## src/rtl/conv2d_event_accumulator.sv

```systemverilog
// ---------------------------------------------------------------------------
// conv2d_event_accumulator
//
// Event-driven 2-D convolution accumulator for a spiking feature map.
// Each accepted event (x, y, spike bits) scatters one KxK kernel per spiking
// input channel onto the membrane potentials around (x, y). Each in-bounds tap
// reads the kernel weights and the potentials of the target pixel. It adds
// them with saturation and writes the result back. At most one memory
// transaction is outstanding at any time.
//
// Ports
//   clk, rst_n                    clock, asynchronous active-low reset
//   event_valid / event_ready     event handshake (ready only while idle)
//   event_x, event_y              event pixel coordinates
//   event_spikes                  one spike bit per input channel
//   kern_rd_en, kern_addr         kernel read strobe and address
//   kern_data                     weights, valid the cycle after kern_rd_en
//   mem_rd_en, mem_rd_addr        potential read request (held until valid)
//   mem_rd_valid, mem_rd_data     potential read response
//   mem_wr_en, mem_wr_addr,       potential write request
//   mem_wr_data, mem_wr_ready     (held until ready is sampled high)
//   busy                          an event is in progress
//   event_done                    one-cycle pulse when an event completes
//   sat_flag                      sticky: a write of this event clamped
// ---------------------------------------------------------------------------
module conv2d_event_accumulator #(
    parameter int IN_CHANNELS        = 2,
    parameter int OUT_CHANNELS       = 2,
    parameter int KERNEL_SIZE        = 3,
    parameter int KERNEL_WEIGHT_BITS = 6,
    parameter int BITS_PER_CHANNEL   = 6,
    parameter int COORD_BITS         = 8,
    parameter int IMG_WIDTH          = 8,
    parameter int IMG_HEIGHT         = 8,
    localparam int AW  = $clog2(IMG_WIDTH * IMG_HEIGHT),
    localparam int KAW = $clog2(IN_CHANNELS * KERNEL_SIZE * KERNEL_SIZE)
) (
    input  logic                                       clk,
    input  logic                                       rst_n,
    input  logic                                       event_valid,
    output logic                                       event_ready,
    input  logic [COORD_BITS-1:0]                      event_x,
    input  logic [COORD_BITS-1:0]                      event_y,
    input  logic [IN_CHANNELS-1:0]                     event_spikes,
    output logic                                       kern_rd_en,
    output logic [KAW-1:0]                             kern_addr,
    input  logic [OUT_CHANNELS*KERNEL_WEIGHT_BITS-1:0] kern_data,
    output logic                                       mem_rd_en,
    output logic [AW-1:0]                              mem_rd_addr,
    input  logic                                       mem_rd_valid,
    input  logic [OUT_CHANNELS*BITS_PER_CHANNEL-1:0]   mem_rd_data,
    output logic                                       mem_wr_en,
    output logic [AW-1:0]                              mem_wr_addr,
    output logic [OUT_CHANNELS*BITS_PER_CHANNEL-1:0]   mem_wr_data,
    input  logic                                       mem_wr_ready,
    output logic                                       busy,
    output logic                                       event_done,
    output logic                                       sat_flag
);

    localparam int R   = KERNEL_SIZE / 2;
    localparam int CW  = COORD_BITS + 2;   // signed tap coordinate, no overflow at the far edge
    localparam int KCW = (KERNEL_SIZE > 1) ? $clog2(KERNEL_SIZE) : 1;
    localparam int ICW = $clog2(IN_CHANNELS + 1);
    localparam int WB  = KERNEL_WEIGHT_BITS;
    localparam int B   = BITS_PER_CHANNEL;
    localparam int SW  = ((B > WB) ? B : WB) + 1;

    localparam logic signed [CW-1:0] IMG_W_S = CW'(IMG_WIDTH);
    localparam logic signed [CW-1:0] IMG_H_S = CW'(IMG_HEIGHT);
    localparam logic signed [SW-1:0] POT_MAX = SW'(2 ** (B - 1) - 1);
    localparam logic signed [SW-1:0] POT_MIN = SW'(-(2 ** (B - 1)));
    localparam logic [ICW-1:0]       IC_END  = ICW'(IN_CHANNELS);

    localparam logic [2:0] S_IDLE    = 3'd0;
    localparam logic [2:0] S_NEXT    = 3'd1;
    localparam logic [2:0] S_READ    = 3'd2;
    localparam logic [2:0] S_WAIT_RD = 3'd3;
    localparam logic [2:0] S_WRITE   = 3'd4;
    localparam logic [2:0] S_DONE    = 3'd5;

    logic [2:0]                           state;
    logic [COORD_BITS-1:0]                x_q, y_q;
    logic [IN_CHANNELS-1:0]               spikes_q;
    logic [ICW-1:0]                       ic_q;
    logic [KCW-1:0]                       ky_q, kx_q;
    logic [AW-1:0]                        addr_q;
    logic [KAW-1:0]                       kern_addr_q;
    logic                                 kern_pending_q;
    logic [OUT_CHANNELS*WB-1:0]           weight_q;
    logic [OUT_CHANNELS*B-1:0]            wr_data_q;
    logic                                 sat_q;

    logic signed [CW-1:0]                 tx, ty;
    logic                                 tap_valid;
    logic [AW-1:0]                        tap_addr;
    logic [KAW-1:0]                       tap_kaddr;
    logic [KCW-1:0]                       adv_kx, adv_ky;
    logic [ICW-1:0]                       adv_ic;
    logic [OUT_CHANNELS*WB-1:0]           weights_eff;
    logic [OUT_CHANNELS*B-1:0]            new_data;
    logic                                 any_sat;

    // Lowest spiking channel at or above 'from'; IN_CHANNELS when none is left.
    // Silent channels are thereby skipped without spending any cycles.
    function automatic logic [ICW-1:0] next_channel(input logic [IN_CHANNELS-1:0] sp,
                                                    input int from);
        logic [ICW-1:0] res;
        res = IC_END;
        for (int i = IN_CHANNELS - 1; i >= 0; i--) begin
            if (i >= from && sp[i]) res = ICW'(i);
        end
        return res;
    endfunction

    // Tap target relative to the event pixel, checked against the map bounds.
    assign tx = $signed({2'b00, x_q}) + $signed(CW'(kx_q)) - $signed(CW'(R));
    assign ty = $signed({2'b00, y_q}) + $signed(CW'(ky_q)) - $signed(CW'(R));
    assign tap_valid = !tx[CW-1] && (tx < IMG_W_S) && !ty[CW-1] && (ty < IMG_H_S);
    assign tap_addr  = AW'(int'(ty) * IMG_WIDTH + int'(tx));
    assign tap_kaddr = KAW'(int'(ic_q) * KERNEL_SIZE * KERNEL_SIZE
                            + int'(ky_q) * KERNEL_SIZE + int'(kx_q));

    // Step to the following tap: kx fastest, then ky, then the next spiking channel.
    // NOTE: every signal written in an always_comb gets a default at the top so
    // no path leaves it unassigned, which would otherwise infer a latch.
    always_comb begin
        adv_kx = kx_q + 1'b1;
        adv_ky = ky_q;
        adv_ic = ic_q;
        if (kx_q == KCW'(KERNEL_SIZE - 1)) begin
            adv_kx = '0;
            adv_ky = ky_q + 1'b1;
            if (ky_q == KCW'(KERNEL_SIZE - 1)) begin
                adv_ky = '0;
                adv_ic = next_channel(spikes_q, int'(ic_q) + 1);
            end
        end
    end

    // Weights arrive in the first WAIT_RD cycle; use them directly then,
    // afterwards the captured copy (the kernel bus is not held).
    assign weights_eff = kern_pending_q ? kern_data : weight_q;

    always_comb begin
        new_data = '0;
        any_sat  = 1'b0;
        for (int oc = 0; oc < OUT_CHANNELS; oc++) begin
            logic signed [B-1:0]  pot;
            logic signed [WB-1:0] w;
            logic signed [SW-1:0] sum;
            pot = mem_rd_data[oc*B +: B];
            w   = weights_eff[oc*WB +: WB];
            sum = SW'(pot) + SW'(w);
            if (sum > POT_MAX) begin
                sum     = POT_MAX;
                any_sat = 1'b1;
            end else if (sum < POT_MIN) begin
                sum     = POT_MIN;
                any_sat = 1'b1;
            end
            new_data[oc*B +: B] = sum[B-1:0];
        end
    end

    // NOTE: sequential state uses non-blocking assignments only, so every
    // register samples pre-edge values regardless of statement order.
    always_ff @(posedge clk or negedge rst_n) begin
        if (!rst_n) begin
            state          <= S_IDLE;
            x_q            <= '0;
            y_q            <= '0;
            spikes_q       <= '0;
            ic_q           <= '0;
            ky_q           <= '0;
            kx_q           <= '0;
            addr_q         <= '0;
            kern_addr_q    <= '0;
            kern_pending_q <= 1'b0;
            weight_q       <= '0;
            wr_data_q      <= '0;
            sat_q          <= 1'b0;
        end else begin
            case (state)
                S_IDLE: begin
                    if (event_valid) begin
                        x_q      <= event_x;
                        y_q      <= event_y;
                        spikes_q <= event_spikes;
                        sat_q    <= 1'b0;
                        ic_q     <= next_channel(event_spikes, 0);
                        ky_q     <= '0;
                        kx_q     <= '0;
                        state    <= S_NEXT;
                    end
                end
                S_NEXT: begin
                    if (ic_q == IC_END) begin
                        state <= S_DONE;
                    end else if (tap_valid) begin
                        addr_q         <= tap_addr;
                        kern_addr_q    <= tap_kaddr;
                        kern_pending_q <= 1'b1;
                        state          <= S_READ;
                    end else begin
                        kx_q <= adv_kx;
                        ky_q <= adv_ky;
                        ic_q <= adv_ic;
                    end
                end
                S_READ: state <= S_WAIT_RD;
                S_WAIT_RD: begin
                    if (kern_pending_q) begin
                        weight_q       <= kern_data;
                        kern_pending_q <= 1'b0;
                    end
                    if (mem_rd_valid) begin
                        wr_data_q <= new_data;
                        if (any_sat) sat_q <= 1'b1;
                        state <= S_WRITE;
                    end
                end
                S_WRITE: begin
                    if (mem_wr_ready) begin
                        kx_q  <= adv_kx;
                        ky_q  <= adv_ky;
                        ic_q  <= adv_ic;
                        state <= S_NEXT;
                    end
                end
                S_DONE:  state <= S_IDLE;
                default: state <= S_IDLE;
            endcase
        end
    end

    assign event_ready = (state == S_IDLE);
    assign busy        = (state != S_IDLE);
    assign kern_rd_en  = (state == S_READ);
    assign kern_addr   = kern_addr_q;
    assign mem_rd_en   = (state == S_READ) || (state == S_WAIT_RD);
    assign mem_rd_addr = addr_q;
    assign mem_wr_en   = (state == S_WRITE);
    assign mem_wr_addr = addr_q;
    assign mem_wr_data = wr_data_q;
    assign event_done  = (state == S_DONE);
    assign sat_flag    = sat_q;

endmodule

```

## config.mk

```make
export PLATFORM = sky130hd
export DESIGN_NAME = conv2d_event_accumulator
export DESIGN_NICKNAME = d
export VERILOG_FILES = /design/src/rtl/conv2d_event_accumulator.sv
export SDC_FILE = /design/constraint.sdc
export NUM_CORES = 1
export LEC_CHECK = 0
export ABC_AREA = 1
export BUFFER_PORTS_ARGS = -buffer_cell sky130_fd_sc_hd__buf_4
export CORE_MARGIN = 2
export CORE_UTILIZATION = 46
export CTS_CLUSTER_SIZE = 25
export DETAILED_ROUTE_END_ITERATION = 7
export PLACE_DENSITY_LB_ADDON = 0.2
export SYNTH_ARGS = -nofsm -noshare
export SYNTH_HDL_FRONTEND = slang
export SYNTH_SLANG_ARGS = --single-unit
```

## constraint.sdc

```tcl
create_clock -name clk -period 3.2 [get_ports clk]
set_input_delay 0.64 -clock clk [delete_from_list [all_inputs] [get_ports clk]]
set_output_delay 0.64 -clock clk [all_outputs]
set_load 0.005 [all_outputs]
```

==> Word level (Yosys, flattened, before mapping) <==
Cells that the tools add are included.
W data, S select, Z words.
{ "totals": {"ff_bits": 64, "inputBits": 47, "out_inout_bits": 36, "word_cells": 118} }
{ "classes": {"add_sub_neg": 12, "multipliers": 3, "n_lt_le_gt_ge": 8, "eq_ne": 16, "n_mux": 45, "n_bitwise": 1, "reduce_logical": 20} }
{ "ops": {"columns": ["cell", "n"], "rows": [
  ["$mux W2", 20],
  ["$mux W6", 4],
  ["$lt A10 B5 Y1 const B", 2],
  ["$sub A9 B1 Y10 const B", 2],
  ["$add A8 B2 Y9", 2],
  ["$pmux W2 S3", 3],
  ["$mux W3", 5],
  ["$pmux W3 S5", 1],
  ["$add A6 B6 Y7", 2],
  ["$gt A7 B6 Y1 const B", 2],
  ["$lt A7 B6 Y1 const B", 2],
  ["$mux W12", 1],
  ["$ne A2 B2 Y1 const B", 6],
  ["$mux W1", 9],
  ["$mul A2 B2 Y4 const B", 2],
  ["$reduce_and A4 Y1", 2],
  ["$add A6 B6 Y6", 1],
  ["$eq A2 B2 Y1 const B", 3],
  ["$eq A3 B2 Y1 const B", 2],
  ["$eq A3 B3 Y1 const B", 2],
  ["$ge A1 B3 Y1 const A", 2],
  ["$reduce_and A3 Y1", 2],
  ["$reduce_bool A3 Y1", 2],
  ["$add A5 B2 Y5", 1],
  ["16 further kinds", 25]
]} }

==> Logic depth before layout (Yosys ltp) <==
Gate-level depths: netlist of the first run.
{ "logic_depth": {"depth_word": 10, "ltp_mapped": 21, "depth_no_buf": 21} }

==> Worst setup path after synthesis of the first run <==
No wires, ideal clock.
{ "synth_timing": {"kind": "register to register", "start": "register kx_q[1]", "end": "register addr_q[5], in the netlist mem_rd_addr[5]", "arrival_ns": 2.595, "t_required_ns": 3.080, "path_slack_ns": 0.485, "stages_incl_launch_ff": 16, "path_buffers": 0, "path_cell_list": "dfrtp_1 inv_1 ha_1 inv_1 ha_1 inv_1 fa_1 nand2_1 nand2_2 ha_1 fa_1 xor2_1 xor2_1 inv_1 o21ai_0 inv_1"} }
{ "synth_between": {"elab_chain_cells": 7, "elab_cells_between_ends": 9, "classes_between": "add/sub (3); order compare (1); reduce/logical (5)"} }
{ "synth_rtl": {"columns": ["item", "line", "text"], "rows": [
  ["start: declaration", "86", "logic [KCW-1:0] ky_q, kx_q;"],
  ["start signal: assignment", "206", "kx_q <= adv_kx;"],
  ["start signal: assignment", "225", "kx_q <= adv_kx;"],
  ["$add A8 B2 Y9 *", "117", "assign tx = $signed({2'b00, x_q}) + $signed(CW'(kx_q)) - $signed(CW'(R));"],
  ["$sub A9 B1 Y10 *", "117", null],
  ["$lt A10 B5 Y1 or $logic_not A1 Y1 (tied branches)", "119", "assign tap_valid = !tx[CW-1] && (tx < IMG_W_S) && !ty[CW-1] && (ty < IMG_H_S);"],
  ["$logic_and A1 B1 Y1 (3 in a row)", "119", null],
  ["$reduce_and A3 Y1 (no line)", null, null],
  ["end signal: assignment", "201", "addr_q <= tap_addr;"],
  ["end: declaration", "87", "logic [AW-1:0] addr_q;"]
]} }
Mark *: on every way between the ends. The rest lies on a longest branch, timed or not.
A chain may end at the register's enable or synchronous reset.

==> Worst setup path after layout of the first run <==
{ "layout_timing": {"start": "register ky_q[1]", "end": "register kx_q[0]"} }
{ "layout_between": {"elab_chain_cells": 7, "elab_cells_between_ends": 8, "classes_between": "add/sub (2); order compare (1); eq/ne (1); reduce/logical (4)"} }
{ "layout_rtl": {"columns": ["item", "line", "text"], "rows": [
  ["start: declaration", "86", null],
  ["start signal: assignment", "207", "ky_q <= adv_ky;"],
  ["start signal: assignment", "226", "ky_q <= adv_ky;"],
  ["$add A8 B2 Y9 *", "118", "assign ty = $signed({2'b00, y_q}) + $signed(CW'(ky_q)) - $signed(CW'(R));"],
  ["$sub A9 B1 Y10 *", "118", null],
  ["branches (longest 2 deep; another with $lt A10 B5 Y1)", null, null],
  ["$logic_and A1 B1 Y1 *", "119", null],
  ["$ne A2 B2 Y1 (no line) *", null, null],
  ["$reduce_and A5 Y1 (no line) *", null, null]
]} }
Every way passes the cells marked *.

==> summary.txt, run 1 <==
Floorplanning
  • DIE WIDTH: 105 µm
  • Core ar.: 9860 µm²
  • # IOs: 83
  • Initial Util: 47.6%
  • Rows: 36
  • Die H: 105 µm
  • Area of the die: 11000 µm²

Yosys
  • Register area share after synthesis: 34.1%
  • Asr flop ratio synth: 100%
  • Ys Warns: 0
  • Average cell area after synthesis: 7.59 µm²
  • Post-Synthesis Cells: 619
  • Synth Net Count: 725
  • Synth unique cells: 37
  • EDFF count, synth: 0
  • Seq cells post-synth: 64
  • Main synth FF type: dfrtp_1
  • Cell area after synthesis: 4700 µm²

Routing
  • Via density: 4.93
  • Via count: 4120
  • Post-route ant nets: 0
  • WL per Instance: 12.3 µm
  • DR DRC count: 0
  • Initial drt markers: 138
  • DRT Wirelength: 10300 µm
  • First-pass DRT Iterations: 5

Worst setup path
  • CP Capture Type: register
  • Critical path class: reg2reg
  • Required @ worst endpoint: 3.48 ns
  • Type of origin of the critical path: register
  • Crit path max fanout: 7
  • WP data arrival: 3.14 ns

Clocking
  • Post-cts hold buffer count: 0
  • Clock tree buffer depth: 2
  • Worst skew pair latency: 0.36 ns
  • Root Buffer: clkbuf_8
  • Postcts setup bufs: 0
  • H-tree depth: 3
  • CTS resizes: 0
  • CTS tree: built
  • CTS clock-pin slew for the worst setup and hold paths: 0.08 ns
  • # clock sinks: 64
  • CTS Buf Count: 9

Min path
  • HP Class: in2async

Finish
  • P&R area growth vs syn: 20.6%
  • Most frequent cells in the layout: nand2_1 (168), inv_1 (106), buf_4 (83)
  • Share of layout cells above drive strength 1: 18.2%
  • Fin area: 5660 µm²
  • Most common cell after layout, fill and taps aside: nand2_1
  • # nets final: 804
  • Fin util: 57.4%
  • Ant diodes: 0

Global route
  • GRT Overall Usage: 20.1%
  • Initial antenna violation count: 0
  • GRT Residual Overflow: 0
  • Vias in the first global route: 4060
  • Largest net degree at the start of global routing: 65
  • Global-route wire length before repair: 18100 µm

Run status
  • Status: finished clean

Placement
  • Placer Congestion: 0.868
  • Place WS: 0.271 ns
  • DP HPWL: 7990 µm
  • Placement Cell Area: 5410 µm²
  • Port Buffers: 82

Timing
  • Clock Skews: 0.0119 ns
  • Final Slew Violations: 0
  • Setup TNS: 0 ns
  • Final Hold Vio Count: 0
  • Fin crit period: 2.86 ns
  • Setup Viol. Count Final: 0
  • Max Freq: 0.350 GHz
  • Period utilization: 89.4%
  • RSZ-0062 raised after global routing: false
  • Final setup margin: 0.340 ns
  • Max_slew headroom: 43.4%
  • Slew @ Worst Pin: 0.849 ns

Power and ir drop
  • Overall Power: 6150 µW
  • LEAKAGE: 0.00307 µW
  • Power density cells: 1090 nW/µm²
  • VDD IR max: 0.000449 V

Job
  • Max-cap violations: 0
## metal layers
metal | GRT usage (%) | share of wire, %
met1 | 25.1 | 45
met2 | 34.4 | 49
met3 | 4.12 | 4.5
met4 | 6.95 | 1.3
met5 | 0 | 0
## path summary, 6_finish.rpt
| check | slack [ns] | from | to | depth (start not counted) |
|---|---|---|---|---|
| max in group asynchronous | 2.22 | rst_n | kern_pending_q$_DFFE_PN0P_ | 1 |
| min reg2reg | 0.48 | spikes_q[0]$_DFFE_PN0P_ | spikes_q[0]$_DFFE_PN0P_ | 2 |
| max | 0.34 | ky_q[1]$_DFFE_PN0P_ | kx_q[0]$_DFFE_PN0P_ | 21 |
| min | 0.39 | rst_n | x_q[5]$_DFFE_PN0P_ | 1 |
| max reg2reg | 0.34 | ky_q[1]$_DFFE_PN0P_ | kx_q[0]$_DFFE_PN0P_ | 21 |
| min in group clk | 0.48 | spikes_q[0]$_DFFE_PN0P_ | spikes_q[0]$_DFFE_PN0P_ | 2 |
## stage by stage
| stage | instances | hold slack (ns) |
|---|---|---|
| global route | 836 | 0.452 |
| CTS | 836 | 0.421 |
| global placement | 820 | 0.458 |
| finish | 836 | 0.387 |
| detailed placement | 820 | 0.463 |
| floorplan | 619 | 0.344 |
## sequential cells by signal (all words and copies together), names as in the netlist, 3 cells and up
name and cells:
mem_wr_data 12, weight_q 12, x_q 8, y_q 8, mem_rd_addr 6, kern_addr 5
state 3
## report_power, final
part	switching (µW)	leakage [µW]	internal, µW	total [µW]
Clock	360	0.000123	543	903
Combinational	2380	0.00213	1550	3930
Sequential	201	0.000817	1120	1320
## kinds of logic after synthesis
logic type / after synthesis / share of synthesized area (%)
AO/OA/AOI/OAI: 103 / 12.7
XOR/XNOR: 12 / 2.24
adder cells (fa/ha/maj): 59 / 17.3
buffers and inverters: 124 / 10.7
flip-flops: 64 / 34.1
AND/OR/NAND/NOR: 257 / 22.9
## synthesized netlist by cell type, drive strengths merged, types with 2 or more instances
cell / n / area [µm²]
a31oi: 2 / 12.5
nand4: 6 / 43.8
buf: 12 / 83.8
xnor2: 5 / 43.8
o21ai: 71 / 393
a21o: 2 / 15.0
a21oi: 18 / 93.8
fa: 10 / 200
ha: 49 / 613
dfrtp: 64 / 1600
a2bb2oi: 5 / 43.8
inv: 107 / 402
or2: 6 / 37.5
nand3b: 2 / 15.0
nor2: 37 / 154
nand3: 29 / 145
clkbuf: 4 / 15.0
nand2: 172 / 656
nor3: 5 / 25.0
xor2: 7 / 61.3
## final cells by class
class	instances	area, µm²
inverters	108	405
clock buffers	10	138
repair buffers	84	643
flip-flops and latches	64	1600
fillers	934	4200
multi-input cells	431	2590
well taps	133	166
clock inverters	6	115
## critical path: stages, from the launching register on
cell     delay, ns
dfrtp_1       0.47
inv_1         0.12
ha_1          0.28
inv_1         0.05
ha_1          0.16
inv_1         0.06
fa_1          0.37
inv_1         0.10
nand2_1       0.06
nand2_1       0.05
nand3_1       0.06
nand2_1       0.08
nand2_1       0.05
nor2_1        0.08
nand2_1       0.06
nor2_2        0.11
nand3_1       0.15
nand2_1       0.11
nand2_2       0.10
nand2_2       0.11
nand2_1       0.05
o21ai_1       0.07
(Power assumes the default switching activity.)
==> inputs of run 2 (changes only) <==
ABC_AREA = unset   (was 1)
==> run 2 against run 1 <==
  * Clock power shrank 13%
  * Count of clock-buffer cells in the layout up 2
  * Combinational power decreased by 14%
  * Register-to-register slack got worse by 0.29 ns
  * First-iteration DRC count fell by 28%
  * Via count shrank 13%
  * Sequential power is 16% lower
  * Critical path type unchanged
  * Highest routed layer unchanged
  * Synthesized cell count shrank 24%
  * Critical endpoint is now mem_rd_addr[3]$_DFFE_PN0P_
==> summary.txt, run 2 <==
Run status
  • Status: finished clean

Timing
  • Max_slew headroom: 45.7%
  • Fin crit period: 3.15 ns
  • Period utilization: 98.4%
  • Final Hold Vio Count: 0
  • Setup TNS: 0 ns
  • Max Freq: 0.318 GHz
  • Slew @ Worst Pin: 0.815 ns
  • Clock Skews: 0.00809 ns
  • Setup Viol. Count Final: 0
  • Final Slew Violations: 0

Routing
  • Initial drt markers: 100
  • Post-route ant nets: 0
  • DR DRC count: 0
  • Via count: 3570
  • First-pass DRT Iterations: 4
  • WL per Instance: 14.0 µm
  • DRT Wirelength: 9730 µm
  • Via density: 5.14

Yosys
  • Synth top cells by count: dfrtp_1 (64), inv_1 (51), ha_1 (49)
  • EDFF count, synth: 0
  • Post-Synthesis Cells: 469
  • Cell area after synthesis: 4550 µm²
  • Seq cells post-synth: 64
  • Average cell area after synthesis: 9.69 µm²
  • Most frequent cell after synthesis: dfrtp_1
  • Post-synth top area share: 35.2%
  • Main synth FF type: dfrtp_1
  • Yosys top cell by area: dfrtp_1
  • Asr flop ratio synth: 100%
  • Ys Warns: 0
  • Register area share after synthesis: 35.2%
  • Synth Net Count: 575
  • Top cells by area, synth: dfrtp_1 (35%), ha_1 (13%), mux2_2 (6.9%), fa_1 (4.4%), inv_1 (4.2%)
  • Synth unique cells: 51

Finish
  • Post-route insts no fill: 694
  • Fillers: 864
  • Fin util: 58.4%
  • Most common cell after layout, fill and taps aside: buf_4
  • Most frequent cells in the layout: buf_4 (94), dfrtp_1 (64), ha_1 (47)
  • Register Area: 1600 µm²
  • P&R area growth vs syn: 24.4%
  • Ant diodes: 0
  • Share of layout cells above drive strength 1: 30.7%
  • Multi-input logic area: 2740 µm²
  • # nets final: 663

Power and ir drop
  • Sw frac: 43.0%
  • Comb pwr share: 64.0%
  • Sw power: 2270 µW
  • Internal power: 3000 µW
  • Clock Power Share: 14.9%
  • Part of the power in registers: 21.0%
  • Power density cells: 931 nW/µm²
  • LEAKAGE: 0.00283 µW
  • VDD IR max: 0.000838 V
  • Overall Power: 5270 µW

Global route
  • Vias in the first global route: 3547
  • GRT Residual Overflow: 0
  • Largest net degree at the start of global routing: 65
  • Initial antenna violation count: 0
  • Global-route wire length before repair: 16200 µm
  • GRT Overall Usage: 19.4%

Job
  • Max-cap violations: 0

Placement
  • Port Buffers: 82
  • DP HPWL: 7490 µm
  • Placed insts: 678
  • Placer Congestion: 0.858

Worst setup path
  • CP Capture Type: register
  • Most used cell, CP: inv_2
  • Required @ worst endpoint: 3.44 ns
  • Worst-path cell chain: inv_2 -> ha_1 -> inv_1 -> ha_4 -> inv_2 -> fa_2 -> nand2b_4 -> a21oi_4 -> xor2_2 -> nor4_2 -> nand4_2 -> nor3_4 -> buf_4 -> mux2_2
  • Crit path max fanout: 5
  • Slack of the worst reg-to-reg path: 0.05 ns
  • Type of origin of the critical path: register
  • WP data arrival: 3.39 ns
  • Critical path class: reg2reg
  • Slowest stage cell, crit path: fa_2
  • Max incr delay on CP: 0.39 ns

Clocking
  • Worst skew pair latency: 0.35 ns
  • Clock tree buffer depth: 2
  • CTS Buf Count: 9
  • # clock sinks: 64
  • Root Buffer: clkbuf_8
  • CTS tree: built
  • H-tree depth: 3
  • CTS clock-pin slew for the worst setup and hold paths: 0.07 ns

Floorplanning
  • Die H: 103 µm
  • Area of the die: 10700 µm²
  • # IOs: 83
  • Rows: 36
  • DIE WIDTH: 103 µm
  • Core ar.: 9680 µm²
  • Initial Util: 47.0%

Min path
  • HP Class: in2async
## run 2: power groups by stage
stage | clock network [µW] | registers, µW | logic, µW
2_1_floorplan | 0 | 1070 | 2360
3_3_place_gp | 0 | 1110 | 3010
3_5_place_dp | 0 | 1120 | 3070
4_1_cts | 804 | 1100 | 3130
5_1_grt | 839 | 1130 | 3790
6_report | 787 | 1110 | 3370
## run 2: path summary, 6_finish.rpt
path	cells after the start	start	to
setup / recovery	14	kx_q[1]$_DFFE_PN0P_	mem_rd_addr[3]$_DFFE_PN0P_
hold / removal	1	rst_n	y_q[7]$_DFFE_PN0P_
setup reg to reg	14	kx_q[1]$_DFFE_PN0P_	mem_rd_addr[3]$_DFFE_PN0P_
hold reg to reg	2	mem_wr_data[8]$_DFFE_PN0P_	mem_wr_data[8]$_DFFE_PN0P_
max in group asynchronous	1	rst_n	weight_q[0]$_DFFE_PN0P_
min in group clk	2	mem_wr_data[8]$_DFFE_PN0P_	mem_wr_data[8]$_DFFE_PN0P_
## run 2: kinds of logic after synthesis
family	Yosys count	share of synthesized area, %
mux	42	10.0
fa+ha+maj	59	17.9
simple gates	120	12.8
xor+xnor	19	3.66
buf+inv	70	6.47
flops	64	35.2
compound gates	95	14.0
## run 2: stage by stage
stage / instance area, µm² / hold WS [ns] / setup WS [ns]
3_3_place_gp: 5340 / 0.460 / 0.0994
6_report: 5660 / 0.379 / 0.0523
5_1_grt: 5660 / 0.466 / -0.0750
2_1_floorplan: 4550 / 0.344 / 0.125
3_5_place_dp: 5340 / 0.470 / 0.0168
4_1_cts: 5560 / 0.429 / 0.00747
## run 2: what timing repair did
item | 4_1_cts | 5_1_grt
endpoints found under the hold margin | 0 | 0
setup buffers | 0 | 1
gates resized for setup | 1 | 22
hold buffers | 0 | 0
setup endpoints to repair | 7 | 15
pin swaps | 1 | 9
## run 2: final cells by class
class / count / share of cell area [%]
multi-input cells: 335 / 48.4
flip-flops and latches: 64 / 28.3
repair buffers: 96 / 13.0
inverters: 51 / 3.38
well taps: 133 / 2.94
clock buffers: 12 / 2.74
clock inverters: 3 / 1.15
## run 2: critical path, delay by kind of cell, from the launching register on
family | cells | cell delay (ns)
XOR/XNOR | 1 | 0.09
AND/OR/NAND/NOR | 4 | 0.91
AO/OA/AOI/OAI | 1 | 0.18
buffers and inverters | 4 | 0.35
multiplexers | 1 | 0.34
adder cells (fa/ha/maj) | 3 | 0.79
flip-flops | 1 | 0.36
## run 2: routing by layer
layer	global-route usage, %	vias to the layer above	part of all wire, %
met5	0	-	0
met2	31.5	60	49
met1	25.9	1718	45
met3	4.17	15	3.7
li1	-	1777	-
met4	6.17	0	1.9
==> inputs of run 3 (changes only) <==
PLACE_DENSITY = 0.65   (was unset)
PLACE_DENSITY_LB_ADDON = unset   (was 0.2)
==> run 3 against run 2 <==
  * First-iteration DRC count decreased by 39%
  * Register-to-register slack improved by 0.04 ns
  * Total power decreased by 3.6%
  * Via count about the same
  * Worst hold slack got worse by 0.0058 ns
  * Count of clock-buffer cells in the layout increased by 1
  * Sequential power about the same
  * Global-route usage increased by 0.21 points
  * Critical endpoint is now kern_addr[3]$_DFFE_PN0P_
  * Largest power group unchanged
==> summary.txt, run 3 (same netlist as run 2, synthesis figures left out) <==
Run status
  • Status: finished clean

Global route
  • Initial antenna violation count: 0
  • Largest net degree at the start of global routing: 65
  • Vias in the first global route: 3506
  • GRT Residual Overflow: 0
  • GRT Overall Usage: 19.6%
  • Global-route wire length before repair: 16100 µm

Floorplanning
  • # IOs: 83
  • Rows: 36
  • Die H: 103 µm
  • Initial Util: 47.0%
  • DIE WIDTH: 103 µm
  • Area of the die: 10700 µm²
  • Core ar.: 9680 µm²

Routing
  • Post-route ant nets: 0
  • DRT Wirelength: 9720 µm
  • Initial drt markers: 61
  • WL per Instance: 13.8 µm
  • First-pass DRT Iterations: 4
  • Via count: 3567
  • DR DRC count: 0
  • Via density: 5.08

Timing
  • Slew @ Worst Pin: 0.824 ns
  • Setup Viol. Count Final: 0
  • Final Hold Vio Count: 0
  • Fin crit period: 3.10 ns
  • Final Slew Violations: 0
  • Clock Skews: 0.00460 ns
  • Hold Slack: 0.373 ns
  • Max_slew headroom: 45.1%
  • Max Freq: 0.322 GHz
  • Period utilization: 97.0%
  • Setup TNS: 0 ns

Clocking
  • Root Buffer: clkbuf_8
  • CTS tree: built
  • CTS Buf Count: 9
  • H-tree depth: 3
  • Clock tree buffer depth: 2
  • # clock sinks: 64
  • CTS clock-pin slew for the worst setup and hold paths: 0.07 ns
  • Worst skew pair latency: 0.35 ns

Worst setup path
  • Worst-path cell chain: inv_1 -> ha_4 -> inv_2 -> ha_4 -> inv_1 -> fa_2 -> xnor2_2 -> nor3_1 -> nand2_1 -> nor4_2 -> nand4_2 -> nor3_4 -> buf_12 -> mux2_2
  • Critical path class: reg2reg
  • Slowest stage cell, crit path: fa_2
  • Max incr delay on CP: 0.39 ns
  • Required @ worst endpoint: 3.43 ns
  • Type of origin of the critical path: register
  • CP Capture Type: register
  • Slack of the worst reg-to-reg path: 0.1 ns
  • Crit path max fanout: 7
  • WP data arrival: 3.34 ns
  • Worst R2R Path Depth: 14

Power and ir drop
  • Overall Power: 5080 µW
  • Sw frac: 43.6%
  • Sw power: 2210 µW
  • Power density cells: 893 nW/µm²
  • VDD IR max: 0.000489 V
  • Part of the power in registers: 21.6%
  • Internal power: 2870 µW
  • Comb pwr share: 66.8%
  • Clock Power Share: 11.6%
  • LEAKAGE: 0.00286 µW

Job
  • Max-cap violations: 0

Finish
  • Ant diodes: 0
  • # nets final: 672
  • Share of layout cells above drive strength 1: 31.8%
  • Fin area: 5690 µm²
  • Fillers: 894
  • Most frequent cells in the layout: buf_4 (102), dfrtp_1 (63), nand2_1 (46)
  • Most common cell after layout, fill and taps aside: buf_4
  • P&R area growth vs syn: 25.1%
  • Fin util: 58.7%

Placement
  • Placement Cell Area: 5360 µm²
  • Port Buffers: 82
  • DP HPWL: 7530 µm
  • Placer Congestion: 0.834

Min path
  • HP Class: in2async
## run 3: cell types whose count changed in the layout (fill, tap and decap cells not counted), sizes merged
cell    before  now
bufinv       2    0
clkbuf      12   13
buf         96  105
## run 3: through the flow
step / worst slack (ns) / instances
after floorplan: 0.125 / 469
after global placement: 0.0980 / 681
after detailed placement: -0.0107 / 681
after CTS: 0.00841 / 695
after global routing: -0.0183 / 702
final: 0.0967 / 702
## run 3: layout make-up
cell class	count	area, µm²	share of cell area, %
Sequential cell	64	1600	28.2
Clock inverter	1	5.00	0.0880
Timing Repair Buffer	105	808	14.2
Multi-Input combinational cell	335	2770	48.6
Inverter	51	191	3.37
Clock buffer	13	149	2.62
Tap cell	133	166	2.93
## run 3: what timing repair did
item	in CTS	in global routing
hold buffers	0	0
resized for setup	2	27
buffers inserted	0	7
setup endpoints to repair	7	13
pin swaps	1	13
## run 3: final timing paths
path	startpoint	to
setup / recovery	x_q[1]$_DFFE_PN0P_	kern_addr[3]$_DFFE_PN0P_
hold / removal	rst_n	y_q[6]$_DFFE_PN0P_
setup reg to reg	x_q[1]$_DFFE_PN0P_	kern_addr[3]$_DFFE_PN0P_
hold reg to reg	weight_q[1]$_DFFE_PN0P_	weight_q[1]$_DFFE_PN0P_
max in group asynchronous	rst_n	kern_pending_q$_DFFE_PN0P_
min in group clk	weight_q[1]$_DFFE_PN0P_	weight_q[1]$_DFFE_PN0P_
## run 3: worst max-delay path: cells and delay by family (launching register included)
kind	cells	cell delay (ns)
flip-flops	1	0.36
adder cells (fa/ha/maj)	3	0.74
XOR/XNOR	1	0.15
AND/OR/NAND/NOR	5	1.04
multiplexers	1	0.32
buffers and inverters	4	0.38
## run 3: per-layer routing
metal | global-route usage [%] | routed length (µm) | up-vias | share of wire, %
met5 | 0 | 0 | - | 0
met4 | 8.10 | 181 | 0 | 1.9
met3 | 2.55 | 408 | 14 | 4.2
met2 | 32.2 | 4700 | 68 | 48
met1 | 26.1 | 4430 | 1693 | 46
li1 | - | - | 1792 | -
## run 3: power by group through the flow
stage               Combinational (µW)  Clock (µW)  Sequential, µW
floorplan                         2360           0            1070
global placement                  3030           0            1110
detailed placement                3060           0            1110
CTS                               3130         606            1100
global route                      3810         643            1120
finish                            3390         590            1100
